[config.mk]
export PLATFORM = sky130hd
export DESIGN_NAME = frame_fetch
export DESIGN_NICKNAME = d
export VERILOG_FILES = /design/src/rtl/memory_pkg.sv /design/src/rtl/byte_fifo.sv /design/src/rtl/frame_fetch.sv
export SDC_FILE = /design/constraint.sdc
export NUM_CORES = 1
export LEC_CHECK = 0
export CORE_ASPECT_RATIO = 1.2
export CORE_UTILIZATION = 25
export CTS_BUF_LIST = sky130_fd_sc_hd__clkbuf_4
export DETAILED_ROUTE_END_ITERATION = 16
export PLACE_DENSITY_LB_ADDON = 0.05
export SLEW_MARGIN = 20
export SYNTH_ARGS = -nofsm -noshare
export SYNTH_HDL_FRONTEND = slang
export SYNTH_HIERARCHICAL = 1
export SYNTH_SLANG_ARGS = --single-unit
[constraint.sdc]
create_clock -name clk -period 4.2 [get_ports clk]
set_clock_uncertainty 0.05 [all_clocks]
set_input_delay 0.84 -clock clk [delete_from_list [all_inputs] [get_ports clk]]
set_output_delay 0.84 -clock clk [all_outputs]
set_load 0.005 [all_outputs]
[src/rtl/memory_pkg.sv]
// memory_pkg: shared definitions for frame-buffer arbiter clients
// (default address width, arbiter data width, fetch FSM state type).
package memory_pkg;

  localparam int ADDRESS_WIDTH_DEFAULT = 25;
  localparam int DATA_WIDTH            = 8;

  typedef enum logic [1:0] {
    ST_IDLE  = 2'd0,
    ST_FETCH = 2'd1,
    ST_DRAIN = 2'd2,
    ST_FLUSH = 2'd3
  } fetch_state_t;

endpackage

[src/rtl/byte_fifo.sv]
// byte_fifo: first-word-fall-through buffer with occupancy count and a
// synchronous flush that empties it in one cycle.
module byte_fifo #(
  parameter int DEPTH = 8,
  parameter int WIDTH = 8,
  parameter int CW    = $clog2(DEPTH) + 1
) (
  input  logic             clk,
  input  logic             reset_n,
  input  logic             flush_i,
  input  logic             push_i,
  input  logic [WIDTH-1:0] push_data_i,
  input  logic             pop_i,
  output logic [WIDTH-1:0] head_data_o,
  output logic             empty_o,
  output logic [CW-1:0]    count_o
);

  localparam int            PW       = $clog2(DEPTH);
  localparam logic [CW-1:0] FULL_CNT = CW'(DEPTH);

  logic [WIDTH-1:0] mem_q [DEPTH];
  logic [PW-1:0]    wr_ptr_q;
  logic [PW-1:0]    rd_ptr_q;
  logic [CW-1:0]    count_q;
  logic             push_ok_s;
  logic             pop_ok_s;

  // a push into a full buffer is legal only when the head leaves in the same cycle
  always_comb begin
    pop_ok_s  = pop_i && (count_q != '0);
    push_ok_s = push_i && ((count_q != FULL_CNT) || pop_ok_s);
  end

  always_ff @(posedge clk or negedge reset_n) begin
    if (!reset_n) begin
      wr_ptr_q <= '0;
      rd_ptr_q <= '0;
      count_q  <= '0;
      for (int i = 0; i < DEPTH; i++) begin
        mem_q[i] <= '0;
      end
    end else if (flush_i) begin
      wr_ptr_q <= '0;
      rd_ptr_q <= '0;
      count_q  <= '0;
    end else begin
      if (push_ok_s) begin
        mem_q[wr_ptr_q] <= push_data_i;
        wr_ptr_q        <= wr_ptr_q + 1'b1;
      end
      if (pop_ok_s) begin
        rd_ptr_q <= rd_ptr_q + 1'b1;
      end
      case ({push_ok_s, pop_ok_s})
        2'b10:   count_q <= count_q + 1'b1;
        2'b01:   count_q <= count_q - 1'b1;
        default: count_q <= count_q;
      endcase
    end
  end

  assign head_data_o = mem_q[rd_ptr_q];
  assign empty_o     = (count_q == '0);
  assign count_o     = count_q;

endmodule

[src/rtl/frame_fetch.sv]
// frame_fetch: credit-limited sequential byte reader feeding the LED scan driver.
// Define FRAME_FETCH_LOOP_EN for continuous frame refresh until abort.
module frame_fetch
  import memory_pkg::*;
#(
  parameter int ADDRESS_WIDTH = ADDRESS_WIDTH_DEFAULT,
  parameter int BUF_DEPTH     = 8
) (
  input  logic                     clk,
  input  logic                     reset_n,
  input  logic                     start,
  input  logic                     abort,
  input  logic [ADDRESS_WIDTH-1:0] base_address,
  input  logic [ADDRESS_WIDTH-1:0] frame_length,
  output logic [ADDRESS_WIDTH-1:0] address,
  output logic                     wr,
  output logic [DATA_WIDTH-1:0]    data_in,
  output logic                     data_in_ready,
  input  logic                     fifo_full,
  input  logic [DATA_WIDTH-1:0]    data_out,
  input  logic                     data_out_ready,
  output logic [DATA_WIDTH-1:0]    pixel_data,
  output logic                     pixel_valid,
  input  logic                     pixel_ready,
  output logic                     busy,
  output logic                     done
);

  localparam int                       CW      = $clog2(BUF_DEPTH) + 1;
  localparam logic [CW:0]              DEPTH_C = (CW+1)'(BUF_DEPTH);
  localparam logic [ADDRESS_WIDTH-1:0] LEN_ONE = ADDRESS_WIDTH'(1);

  fetch_state_t             state_q, state_d;
  logic [ADDRESS_WIDTH-1:0] base_q, base_d;
  logic [ADDRESS_WIDTH-1:0] index_q, index_d;
  logic [ADDRESS_WIDTH-1:0] remaining_q, remaining_d;
  logic [ADDRESS_WIDTH-1:0] address_q, address_d;
  logic [CW-1:0]            outstanding_q, outstanding_d;
  logic                     req_q, req_d;
  logic                     done_q, done_d;
  logic                     busy_q, busy_d;
`ifdef FRAME_FETCH_LOOP_EN
  logic [ADDRESS_WIDTH-1:0] len_q;
`endif

  logic [CW-1:0] buf_count_s;
  logic          buf_empty_s;
  logic          start_ok_s, issue_s, ret_ok_s, pop_s, pixel_valid_s, drain_end_s;

  // credits: in-flight reads plus held bytes never exceed the buffer depth
  always_comb begin
    start_ok_s    = (state_q == ST_IDLE) && start;
    ret_ok_s      = data_out_ready && (outstanding_q != '0);
    pixel_valid_s = !buf_empty_s && (state_q != ST_FLUSH);
    pop_s         = pixel_valid_s && pixel_ready;
    issue_s       = (state_q == ST_FETCH) && !abort && !fifo_full && (remaining_q != '0) &&
                    (({1'b0, outstanding_q} + {1'b0, buf_count_s}) < DEPTH_C);
    drain_end_s   = (state_q == ST_DRAIN) && (outstanding_q == '0) &&
                    ((buf_count_s == '0) || ((buf_count_s == CW'(1)) && pop_s));
  end

  always_ff @(posedge clk or negedge reset_n) begin
    if (!reset_n) begin
      state_q <= ST_IDLE;
    end else begin
      state_q <= state_d;
    end
  end

  always_comb begin
    state_d = state_q;
    case (state_q)
      ST_IDLE:  state_d = (start && (frame_length != '0)) ? ST_FETCH : ST_IDLE;
      ST_FETCH: begin
        if (abort) begin
          state_d = ST_FLUSH;
        end else if ((remaining_q == '0) || (issue_s && (remaining_q == LEN_ONE))) begin
          state_d = ST_DRAIN;
        end else begin
          state_d = ST_FETCH;
        end
      end
      ST_DRAIN: begin
        if (abort) begin
          state_d = ST_FLUSH;
        end else if (drain_end_s) begin
`ifdef FRAME_FETCH_LOOP_EN
          state_d = ST_FETCH;
`else
          state_d = ST_IDLE;
`endif
        end else begin
          state_d = ST_DRAIN;
        end
      end
      ST_FLUSH: state_d = (outstanding_q == '0) ? ST_IDLE : ST_FLUSH;
      default:  state_d = ST_IDLE;
    endcase
  end

  always_comb begin
    base_d        = base_q;
    index_d       = index_q;
    remaining_d   = remaining_q;
    address_d     = address_q;
    req_d         = 1'b0;
    done_d        = 1'b0;
    outstanding_d = outstanding_q;
    if (start_ok_s) begin
      base_d      = base_address;
      index_d     = '0;
      remaining_d = frame_length;
      done_d      = (frame_length == '0);
    end else if (issue_s) begin
      address_d   = base_q + index_q;
      req_d       = 1'b1;
      index_d     = index_q + 1'b1;
      remaining_d = remaining_q - 1'b1;
    end else if (drain_end_s && !abort) begin
      done_d = 1'b1;
`ifdef FRAME_FETCH_LOOP_EN
      index_d     = '0;
      remaining_d = len_q;
`endif
    end else begin
      done_d = 1'b0;
    end
    case ({issue_s, ret_ok_s})
      2'b10:   outstanding_d = outstanding_q + 1'b1;
      2'b01:   outstanding_d = outstanding_q - 1'b1;
      default: outstanding_d = outstanding_q;
    endcase
    busy_d = (state_d != ST_IDLE);
  end

  always_ff @(posedge clk or negedge reset_n) begin
    if (!reset_n) begin
      base_q        <= '0;
      index_q       <= '0;
      remaining_q   <= '0;
      address_q     <= '0;
      outstanding_q <= '0;
      req_q         <= 1'b0;
      done_q        <= 1'b0;
      busy_q        <= 1'b0;
    end else begin
      base_q        <= base_d;
      index_q       <= index_d;
      remaining_q   <= remaining_d;
      address_q     <= address_d;
      outstanding_q <= outstanding_d;
      req_q         <= req_d;
      done_q        <= done_d;
      busy_q        <= busy_d;
    end
  end

`ifdef FRAME_FETCH_LOOP_EN
  // frame length kept for reloading each refresh pass
  always_ff @(posedge clk or negedge reset_n) begin
    if (!reset_n) begin
      len_q <= '0;
    end else if (start_ok_s) begin
      len_q <= frame_length;
    end else begin
      len_q <= len_q;
    end
  end
`endif

  byte_fifo #(.DEPTH(BUF_DEPTH), .WIDTH(DATA_WIDTH), .CW(CW)) u_ret_buf (
    .clk         (clk),
    .reset_n     (reset_n),
    .flush_i     (state_q == ST_FLUSH),
    .push_i      (ret_ok_s && (state_q != ST_FLUSH)),
    .push_data_i (data_out),
    .pop_i       (pop_s),
    .head_data_o (pixel_data),
    .empty_o     (buf_empty_s),
    .count_o     (buf_count_s)
  );

  assign address       = address_q;
  assign data_in_ready = req_q;
  assign wr            = 1'b0;
  assign data_in       = '0;
  assign pixel_valid   = pixel_valid_s;
  assign busy          = busy_q;
  assign done          = done_q;

endmodule

==> results of run 1 <==
placed cells by master (no fill, tap or decap), drive strengths merged, types with 14 or more instances in the layout:
| cell type | Yosys | final |
|---|---|---|
| nor2 | 63 | 63 |
| nand3 | 27 | 27 |
| or3 | 14 | 14 |
| nand2 | 168 | 168 |
| xnor2 | 27 | 27 |
| o21ai | 64 | 64 |
| mux4 | 16 | 16 |
| clkdlybuf4s50 | 0 | 100 |
| a21o | 14 | 14 |
| ha | 37 | 37 |
| buf | 23 | 16 |
| mux2 | 74 | 74 |
| clkbuf | 19 | 21 |
| nor3 | 17 | 17 |
| xor2 | 41 | 41 |
| dfrtp | 183 | 183 |
| a21oi | 40 | 40 |
stage by stage:
stage / power, W / cells / worst slack (ps) / cell area (um2) / utilization [%]
after floorplan: 0.00371 / 955 / 882 / 9920 / -
after global placement: 0.00452 / 1556 / 390 / 11500 / 29.6
after detailed placement: 0.00451 / 1556 / 337 / 11500 / 29.6
after CTS: 0.00550 / 1588 / 545 / 11700 / 30.2
after global routing: 0.00583 / 1589 / 502 / 11700 / 30.2
final: 0.00536 / 1589 / 656 / 11700 / 30.2
kinds of logic after synthesis:
group,after synthesis
muxes,93
other,1
DFF,183
buffers and inverters,53
adders and majority gates,38
and+or+nand+nor,353
AOI/OAI and AO/OA,158
xor gates and xnor gates,68
report_power, final:
| part | total (W) | leakage, nW | switching (W) | internal [W] |
|---|---|---|---|---|
| Clock | 0.000935 | 0.135 | 0.000634 | 0.000301 |
| Sequential | 0.00267 | 2.41 | 0.000411 | 0.00226 |
| Combinational | 0.00176 | 2.63 | 0.000815 | 0.000943 |
sequential cells by signal, summed over array words and instances (netlist names):
register,cells
state_q,2
index_q,25
address,25
done,1
busy,1
u_ret_buf/rd_ptr_q,3
u_ret_buf/mem_q,64
u_ret_buf/count_o,4
data_in_ready,1
outstanding_q,4
remaining_q,25
u_ret_buf/wr_ptr_q,3
base_q,25
synthesized netlist by cell type (all sizes together), types with 3 or more instances:
cell type	count	area (um2)
and3	6	37.5
nand3	27	210
nand4	8	80.1
o21a	6	45.0
a21oi	40	200
a211oi	4	47.5
nand2	168	631
mux4	16	360
xor2	41	359
or2	4	25.0
ha	37	463
nor3	17	90.1
or4	7	60.1
o21ai	64	320
dfrtp	183	4580
nor2	63	236
o21bai	3	22.5
o311ai	3	26.3
clkbuf	19	71.3
nand3b	5	37.5
mux2	74	833
mux2i	3	30.0
buf	23	164
inv	11	43.8
o211ai	4	30.0
a31oi	3	18.8
or3	14	87.6
a21o	14	105
nor4	10	68.8
nor2b	11	68.8
nand2b	7	43.8
xnor2	27	236
worst min-delay path by stage:
stage               startpoint             endpoint  cells after the start
floorplan            base_q[0]            base_q[0]                      2
detailed placement   base_q[9]            base_q[9]                      2
CTS                    reset_n  u_ret_buf/mem_q[34]                      1
finish                 reset_n  u_ret_buf/mem_q[12]                      1
global placement     base_q[9]            base_q[9]                      2
global route           reset_n  u_ret_buf/mem_q[34]                      1
final cells by class:
type                    instances  area, um2
clock buffers                  20        150
flip-flops and latches        183       4580
multi-input cells             719       5060
diodes                          1       2.50
inverters                      11       43.8
fillers                      4080      27100
repair buffers                117       1150
clock inverters                12       86.3
well taps                     526        658
critical path, stage by stage (launching register included):
cell and delay, ps:
dfrtp_1 350, buf_4 360, mux4_2 580, mux2_2 270
clkdlybuf4s50_1 450
per-layer routing:
metal,vias to the layer above,routed length (um)
li1,3522,-
met5,-,0
met4,0,386
met2,94,13800
met3,18,600
met1,3475,12000
==> reports/results.ini, run 1 <==
[setup_path]
cp.arrival_ps = 2650
path_max_fanout = 18
cp.required_ps = 3310
worstSetupEndpointType = output pin
crit_end = pixel_data[5]
crit_path_start_kind = flop
rr_startpoint = remaining_q[9]
crit_type = reg -> out
rr_endpoint = outstanding_q[2]
r2r_cells = 11
critical_path.startpoint = u_ret_buf/rd_ptr_q[0]
reg2reg_slack_ps = 800

[synth]
synth_xor_area_share_pct = 6.02
ys_seq_area_share_pct = 46.3
syn_area_um2 = 9890
ys_seq_elements = 183
post_synth_num_cell_types = 67
synth_mux_area_share_pct = 12.4
syn_inst = 947
synth_edf_count = 0
synth_compound_area_share_pct = 10.1
synthSimpleGateAreaFrac_pct = 17.5
synthArstFlopShare_pct = 100
synth_fa_ha_area_share_pct = 4.88
avgSynthCellArea_um2 = 10.4
synth_top_family_by_area = simple AND/OR/NAND/NOR gates
yosys_warnings = 6
synth_ff_type = dfrtp_1

[global_route]
grt_use_met2_pct = 24.9
met3_usage_pct = 2.13
grt_max_degree = 69
grt_pass1_wl_mm = 42.7
top_usage_layer = met2
grt_use_total_pct = 14.1
antenna_found_initial = 1
grt_overflow = 0
grt_pass1_vias = 7392
use_met1_pct = 17.3

[placed_design]
gp_congestion = 0.726
dp_hpwl_mm = 19.4
io_buffers = 101

[clocking]
cts_tree = yes
numCtsBuffers = 17
cts_resized = 0
cts_hold_buf = 0
clk_latency_ps = 630
clock-sinks = 183
path_clk_slew_ps = 150
cts-htree-levels = 4
post_cts_buffers = 0
clockRootBuffer = clkbuf_4
max-clock-path-buffers = 2

[sta]
fmax_ghz = 0.282
rsz0062_at_grt = no
setup_viol = 0
relSlewSlack_pct = 51.1
hold_viol = 0
fin_setup_tns_ps = 0
final_max_slew_viol_count = 0
worstMarginPinSlew_ps = 732
fin_crit_ps = 3540
worst_hold_slack_ps = 161
final.period_utilization_pct = 84.4

[cells_and_area]
nets = 1152
syn_to_final_growth_pct = 18.6
layout-drive-gt1-share_pct = 14.8

[power]
vdd_drop_max_mv = 0.187
powerDensity_nw_per_um2 = 457
p_leak_nw = 5.17

[route]
drtAntennaViolNets = 0
wl_per_cell_um = 16.8
dr.first_iter.drc_count = 276
vias_per_cell = 4.47
drc = 0
vias = 7109
wirelength_mm = 26.8
dr.pass1.iters = 5

[run_status]
status = complete, no violations

[floorplanning]
die_y_um = 220
fp.dieArea_um2 = 40400
start_util_pct = 25.5
num_rows = 79
fp.dieW_um = 184
ioPinCount = 111
core_um2 = 38800

[run]
cap_violations = 0

[hold_path]
hp-class = in -> async

No activity file was read; power rests on OpenSTA's default activity.
==> run 2, diff against run 1 <==
==> constraint.sdc (replaced) <==
create_clock -name clk -period 3.5 [get_ports clk]
set_clock_uncertainty 0.05 [all_clocks]
set_input_delay 0.7 -clock clk [delete_from_list [all_inputs] [get_ports clk]]
set_output_delay 0.7 -clock clk [all_outputs]
set_load 0.005 [all_outputs]
==> run 2 against run 1 <==
  * Power up 26%
  * Die area is the same
  * Register-to-register slack lost 530 ps
  * Sequential cell count is the same
  * Wire length increased by 0.93%
  * Critical path depth did not move
  * Cell area increased by 2.4%
  * Critical path type unchanged
  * Critical endpoint unchanged
==> reports/results.ini, run 2 (synthesis gave the netlist of run 1 again) <==
[sta]
fin_setup_tns_ps = 0  ; unchanged
setup_viol = 0  ; unchanged
fmax_ghz = 0.303
rsz0062_at_grt = no
fin_crit_ps = 3310
hold_viol = 0  ; unchanged
final.period_utilization_pct = 94.4
worstMarginPinSlew_ps = 769  ; +37.1 ps
worst_hold_slack_ps = 447  ; +286 ps
final_max_slew_viol_count = 0  ; unchanged
relSlewSlack_pct = 48.7  ; -2.5 points

[setup_path]
crit_type = reg -> out
max_stage_delay_ps = 560  ; -20 ps
path_max_fanout = 18  ; unchanged
crit_chain = buf_6 -> mux4_2 -> mux2_2 -> clkdlybuf4s50_1
rr_startpoint = remaining_q[16]
critical_path.startpoint = u_ret_buf/rd_ptr_q[0]
crit_path_start_kind = flop
cp_slowest_cell = mux4_2
reg2reg_slack_ps = 270  ; -530 ps
cp.arrival_ps = 2560  ; -90 ps
cp.required_ps = 2750  ; -560 ps
worstSetupEndpointType = output pin

[clocking]
clock-sinks = 183  ; unchanged
numCtsBuffers = 17  ; unchanged
max-clock-path-buffers = 2  ; unchanged
clockRootBuffer = clkbuf_4
cts-htree-levels = 4  ; unchanged
path_clk_slew_ps = 150  ; about the same
clk_latency_ps = 650  ; +20 ps
cts_tree = yes

[placed_design]
io_buffers = 101  ; unchanged
dp_hpwl_mm = 19.8  ; +2.0%
gp_congestion = 0.741  ; +2.1%

[cells_and_area]
layout-drive-gt1-share_pct = 16.5  ; +1.7 points
nets = 1173  ; +1.8%
syn_to_final_growth_pct = 21.5
largest_reg_flops = 64  ; unchanged
mostFrequentLayoutCell = dfrtp_1
regMostFlops = u_ret_buf/mem_q
mostFrequentLayoutCells = dfrtp_1, nand2_1, clkdlybuf4s50_1

[floorplanning]
ioPinCount = 111  ; unchanged
die_y_um = 220  ; unchanged
start_util_pct = 25.5  ; unchanged
fp.dieW_um = 184  ; unchanged
num_rows = 79  ; unchanged
core_um2 = 38800  ; unchanged
fp.dieArea_um2 = 40400  ; unchanged

[hold_path]
holdCritStartpoint = address[22]
hp-class = reg -> reg

[route]
vias = 7182  ; +1.0%
dr.pass1.iters = 4  ; -1
wirelength_mm = 27.0  ; +0.93%
wl_per_cell_um = 16.8  ; -0.33%
drc = 0  ; unchanged
dr.first_iter.drc_count = 327  ; +18%
drtAntennaViolNets = 0  ; unchanged
vias_per_cell = 4.46  ; -0.23%

[power]
p_leak_nw = 5.33  ; +3.0%
vdd_drop_max_mv = 0.231  ; +24%
powerDensity_nw_per_um2 = 564  ; +23%

[global_route]
grt_pass1_wl_mm = 42.9  ; +0.61%
grt_use_total_pct = 14.1  ; +0.070 points
use_met1_pct = 17.3  ; +0.032 points
top_usage_layer = met2
antenna_found_initial = 2  ; +1
grt_overflow = 0  ; unchanged
grt_max_degree = 63  ; -8.7%
met3_usage_pct = 2.48  ; +0.35 points
grt_pass1_vias = 7492  ; +1.4%
grt_use_met2_pct = 25.0  ; +0.10 points

[run]
cap_violations = 0  ; unchanged

[run_status]
status = complete, no violations

-- run 2: cell types whose count changed in the layout (fill, tap and decap cells not counted), moves of 2 or more --
cell / before / now
buf_12: 1 / 3
buf_4: 15 / 32
bufinv_16: 1 / 5
clkinv_2: 6 / 3
-- run 2: path summary, 6_finish.rpt --
kind                       depth (start not counted)            endpoint
setup / recovery                                   4       pixel_data[5]
hold / removal                                     2         address[22]
setup reg to reg                                  11    outstanding_q[2]
hold reg to reg                                    2         address[22]
max in group asynchronous                          3          index_q[5]
min in group asynchronous                          2  u_ret_buf/mem_q[8]
-- run 2: power by group --
part | switching [W] | leakage (nW) | total (W) | internal (W)
clock network | 0.000773 | 0.178 | 0.00142 | 0.000650
logic | 0.00101 | 2.74 | 0.00219 | 0.00118
registers | 0.000462 | 2.41 | 0.00317 | 0.00271
-- run 2: layout make-up --
class	count	area [um2]
Antenna cell	1	2.50
Clock buffer	20	150
Clock inverter	11	180
Fill cell	4053	26800
Inverter	11	43.8
Multi-Input combinational cell	719	5070
Sequential cell	183	4580
Tap cell	526	658
Timing Repair Buffer	138	1340
-- run 2: stage by stage --
step / power [W] / utilization [%] / std cells / worst slack [ps] / instance area, um2
floorplan: 0.00445 / - / 955 / 182 / 9920
global placement: 0.00544 / 30.0 / 1575 / 97.3 / 11700
detailed placement: 0.00544 / 30.0 / 1575 / 83.3 / 11700
CTS: 0.00693 / 30.9 / 1607 / 79.0 / 12000
global route: 0.00732 / 30.9 / 1609 / 30.7 / 12000
finish: 0.00678 / 30.9 / 1609 / 194 / 12000
-- run 2: what timing repair did --
item,4_1_cts,5_1_grt
gates cloned,0,0
hold buffers,1,0
setup buffers,0,1
resized for setup,1,1
endpoints found under the hold margin,60,0
pin swaps,0,1
setup endpoints to repair,1,1
-- run 2: worst max-delay path, delay by kind of cell, from the launching register on --
| kind | cells | cell delay, ps |
|---|---|---|
| flip-flops | 1 | 360 |
| buffers and inverters | 2 | 720 |
| multiplexers | 2 | 830 |
-- run 2: layer usage --
layer	share of wire, %	vias up
met4	1.3	2
li1	-	3561
met1	45	3523
met3	2.3	20
met5	0.052	-
met2	52	76
